File: src/rtl/encoder_16x4_serial.sv
// Serializing 16-to-4 encoder: accepts a request vector and emits the index of every
// set bit, lowest first, one per output handshake.
module encoder_16x4_serial (
  input  logic        clk,
  input  logic        rst,
  input  logic        in_valid,
  output logic        in_ready,
  input  logic [15:0] in_vec,
  output logic        out_valid,
  input  logic        out_ready,
  output logic [3:0]  out_idx,
  output logic        out_last,
  output logic [4:0]  remaining,
  output logic        empty_pulse
);

  typedef enum logic [0:0] {StIdle, StBusy} state_e;

  state_e      state_q, state_d;
  logic [15:0] pending_q, pending_d;
  logic [4:0]  remaining_q, remaining_d;
  logic        empty_pulse_q, empty_pulse_d;

  function automatic logic [4:0] popcount16(input logic [15:0] v);
    logic [4:0] c;
    c = '0;
    for (int i = 0; i < 16; i++) begin
      c = c + 5'(v[i]);
    end
    return c;
  endfunction

  // Scan from the top so the lowest set bit wins.
  function automatic logic [3:0] lowest_set(input logic [15:0] v);
    logic [3:0] idx;
    idx = '0;
    for (int i = 15; i >= 0; i--) begin
      if (v[i]) begin
        idx = 4'(i);
      end
    end
    return idx;
  endfunction

  always_comb begin
    state_d       = state_q;
    pending_d     = pending_q;
    remaining_d   = remaining_q;
    empty_pulse_d = 1'b0;
    unique case (state_q)
      StIdle: begin
        if (in_valid) begin
          if (in_vec == 16'h0000) begin
            empty_pulse_d = 1'b1;
          end else begin
            pending_d   = in_vec;
            remaining_d = popcount16(in_vec);
            state_d     = StBusy;
          end
        end
      end
      StBusy: begin
        if (out_ready) begin
          // Clearing the lowest set bit retires the index currently on out_idx.
          pending_d   = pending_q & (pending_q - 16'd1);
          remaining_d = remaining_q - 5'd1;
          if (remaining_q == 5'd1) begin
            pending_d = '0;
            state_d   = StIdle;
          end
        end
      end
      default: begin
        state_d     = StIdle;
        pending_d   = '0;
        remaining_d = '0;
      end
    endcase
  end

  always_ff @(posedge clk) begin
    if (rst) begin
      state_q       <= StIdle;
      pending_q     <= '0;
      remaining_q   <= '0;
      empty_pulse_q <= 1'b0;
    end else begin
      state_q       <= state_d;
      pending_q     <= pending_d;
      remaining_q   <= remaining_d;
      empty_pulse_q <= empty_pulse_d;
    end
  end

  always_comb begin
    in_ready    = (state_q == StIdle);
    out_valid   = (state_q == StBusy);
    out_idx     = (state_q == StBusy) ? lowest_set(pending_q) : 4'd0;
    out_last    = (state_q == StBusy) && (remaining_q == 5'd1);
    remaining   = remaining_q;
    empty_pulse = empty_pulse_q;
  end

endmodule

File: config.mk
export PLATFORM = sky130hd
export DESIGN_NAME = encoder_16x4_serial
export DESIGN_NICKNAME = d
export VERILOG_FILES = /design/src/rtl/encoder_16x4_serial.sv
export SDC_FILE = /design/constraint.sdc
export NUM_CORES = 1
export LEC_CHECK = 0
export BUFFER_PORTS_ARGS = -buffer_cell sky130_fd_sc_hd__buf_2
export CORE_MARGIN = 5
export CORE_UTILIZATION = 45
export DETAILED_ROUTE_END_ITERATION = 10
export GPL_TIMING_DRIVEN = 0
export PLACE_DENSITY = 0.67
export SLEW_MARGIN = 0
export SYNTH_ARGS = -nofsm -noshare
export SYNTH_HDL_FRONTEND = slang
export SYNTH_SLANG_ARGS = --single-unit
File: constraint.sdc
create_clock -name clk -period 4.96 [get_ports clk]
set_input_delay 0.496 -clock clk [delete_from_list [all_inputs] [get_ports clk]]
set_output_delay 0.496 -clock clk [all_outputs]
set_load 0.01 [all_outputs]
==> metrics <==
status=complete, no violations; DRT Pass-1 Iters=4; register area share after synthesis=26.10%; Synth Cell Area=1764 um2; cts hold-fix bufs=0; Power Total=0.7061 mW; Leak=0.9238 nW; met2 wire length=2.263 mm; dominant cell type by area after synthesis=dfxtp_1; die footprint=5273 um2; post-CTS resize count=0; setup repair bufs after CTS=0; unrepaired setup endpoints after global routing=false; Compound-Gate Fraction of Synth Area=22.20%; vias in the first global route=1681; met3 wire length=310 um; Synth Warn #=0; fmax=0.2696 GHz; synthesis-to-layout area growth=15.04%; Critical Path End Type=flop; reg2reg path depth=7; Top-Level Pins=33; Mean Syn Cell Area=7.911 um2; main combinational cell family by area after synthesis=simple AND/OR/NAND/NOR gates; fin nets=298; port buffer count=32; Max H-tree Level=1; share of layout cells above drive strength 1=18.15%; cts bufs inserted=3; FP Rows=22; CP Max Fanout=2; routed wire length=4.779 mm; antenna violation net count after detailed routing=0; clock latency at the later pin of the worst-skew pair=260 ps; vias post-DR=1739; power per standard cell area=347.9 nW/um2; min-delay src=in_vec[0]; R2R Setup Slk=3050 ps; root buf cell=clkbuf_8; Starting Density=47.47%; VDD IR-drop max=0.2603 mV; setup-violating endpoint count in the final report=0; Worst Hold Class=in2reg; Setup crit start kind=primary input; slew margin rel.=64.37%; first-pass GRT wire length=8.045 mm; share of the synthesized area in the top cell type=26.10%; drt via density=5.664; fin crit period=3710 ps; Metal-1 WL=2.142 mm; grt total ovfl=0; DP HPWL=3.876 mm; top-count cell post-synth=inv_1; Slew @ Worst Pin=527.5 ps; WHS=492.6 ps; antenna violations before repair=0; Hold Crit Depth=3; #FFs+latches synth=23; Worst R2R Start=remaining[0]$_SDFFE_PP0P_; FFs w/ async S/R, synth=0%; CP arrival=3900 ps; Critical Path RT=5150 ps; Final period util=74.79%; initial DRC count=135; Hold EP=pending_q[0]$_SDFFE_PP0P_; core box area=3716 um2; Post-synth top cells=31 x inv_1, 23 x dfxtp_1, 23 x nor2_1, 18 x nand2_1, 16 x a21oi_1; Horiz. Die Dim=72.62 um; Top FF cell, synth=dfxtp_1; largest net degree at the start of global routing=13; unique cell type count in the Yosys netlist=45; Area contributors post-synth=dfxtp_1 26%, fa_1 11%, inv_1 6.6%; Max Used Layer=met4; final hold viol count=0; clk sinks=23; CTS max path bufs=2; worst slack, placed=971.1 ps; Final Skew=5.245 ps; fin worst setup slack=1250 ps; Adder-Cell Fraction of Synth Area=17.02%; Synth Area in XOR/XNOR=0.9929%; Slew Limit Fails=0; drt drc=0; Syn Nets=261; drt wl/cell=15.57 um; Mapped Cells=223; post-synthesis mux area share=0.5674%; FF-to-FF End=pending_q[14]$_SDFFE_PP0P_; Setup Crit Path Kind=in2reg; CTS tree=done; Post-synth EDFFs=0; Worst-path clk slew=80 ps; Total GRT Usage=19.28%; Setup Total Neg Slack=0 ps; reported max-cap violation count=0; ant diodes=0; Final GP Congestion=0.8241; Post-Synth Simple-Gate Area=24.82%; height of the die=72.62 um
## how the worst max path moves through the flow
stage / from / endpoint / slack [ps] / cells after the start
2_1_floorplan: in_vec[0] / remaining[2]$_SDFFE_PP0P_ / 1330 / 13
3_3_place_gp: in_vec[0] / remaining[4]$_SDFFE_PP0P_ / 1030 / 15
3_5_place_dp: in_vec[0] / remaining[4]$_SDFFE_PP0P_ / 970 / 15
4_1_cts: in_vec[0] / remaining[4]$_SDFFE_PP0P_ / 1230 / 15
5_1_grt: in_vec[1] / remaining[3]$_SDFFE_PP0P_ / 1060 / 13
6_report: in_vec[0] / remaining[4]$_SDFFE_PP0P_ / 1250 / 15
## power by group
part	internal [mW]	switching, mW
clock network	0.0572	0.0590
logic	0.152	0.195
registers	0.209	0.0337
## kinds of logic (layout without fill, tap and decap cells)
group | count (synthesis) | in the layout
buffers and inverters | 37 | 73
flip-flops | 23 | 23
multiplexers | 1 | 1
adder cells (fa/ha/maj) | 18 | 18
AND/OR/NAND/NOR | 81 | 81
AO/OA/AOI/OAI | 61 | 61
XOR/XNOR | 2 | 2
## registers in the layout, summed over array words and instances (netlist names)
register     count
empty_pulse      1
remaining        5
out_valid        1
pending_q       16
## worst max-delay path, cell delays in order
cell and delay, ps:
buf_2 100, inv_1 70, fa_1 570, fa_1 460, fa_1 540, fa_1 410, inv_1 70, ha_1 160
inv_1 50, fa_1 390, inv_1 70, a21oi_1 50, nor3b_1 220, o21ai_0 120, a21oi_1 110
## final cells by class
type                       count  area [um2]
fill                         398        1687
clock buffer                   4       45.04
inverter                      31       116.4
buffer                         6       30.03
timing repair buffer          32       160.2
sequential                    23       460.4
multi-input combinational    163        1157
tap                           48       60.06
## metal layers
metal / up-vias / global-route usage, %
met5: - / 0
met4: 0 / 4.918
met3: 6 / 2.342
met2: 52 / 31.36
met1: 826 / 27.03
li1: 855 / -
## through the flow
stage | utilization (%) | cells | instance area [um2]
6_report | 54.61 | 307 | 2029
4_1_cts | 54.61 | 307 | 2029
3_3_place_gp | 53.40 | 303 | 1984
2_1_floorplan | - | 223 | 1764
3_5_place_dp | 53.40 | 303 | 1984
5_1_grt | 54.61 | 307 | 2029
## cells in the final DEF (no fill, tap or decap), types with 3 or more instances in the layout
cell type / instances
a211oi_1: 4
nand2b_1: 3
a31oi_1: 7
clkbuf_8: 3
nand2_1: 18
nor2_1: 23
o21ai_0: 12
or3_1: 7
o211ai_1: 4
ha_1: 8
buf_2: 35
inv_1: 31
nand3_1: 10
nor3_1: 3
a21oi_1: 16
dfxtp_1: 23
clkbuf_1: 3
nor3b_1: 3
fa_1: 10
(Power assumes the default switching activity.)
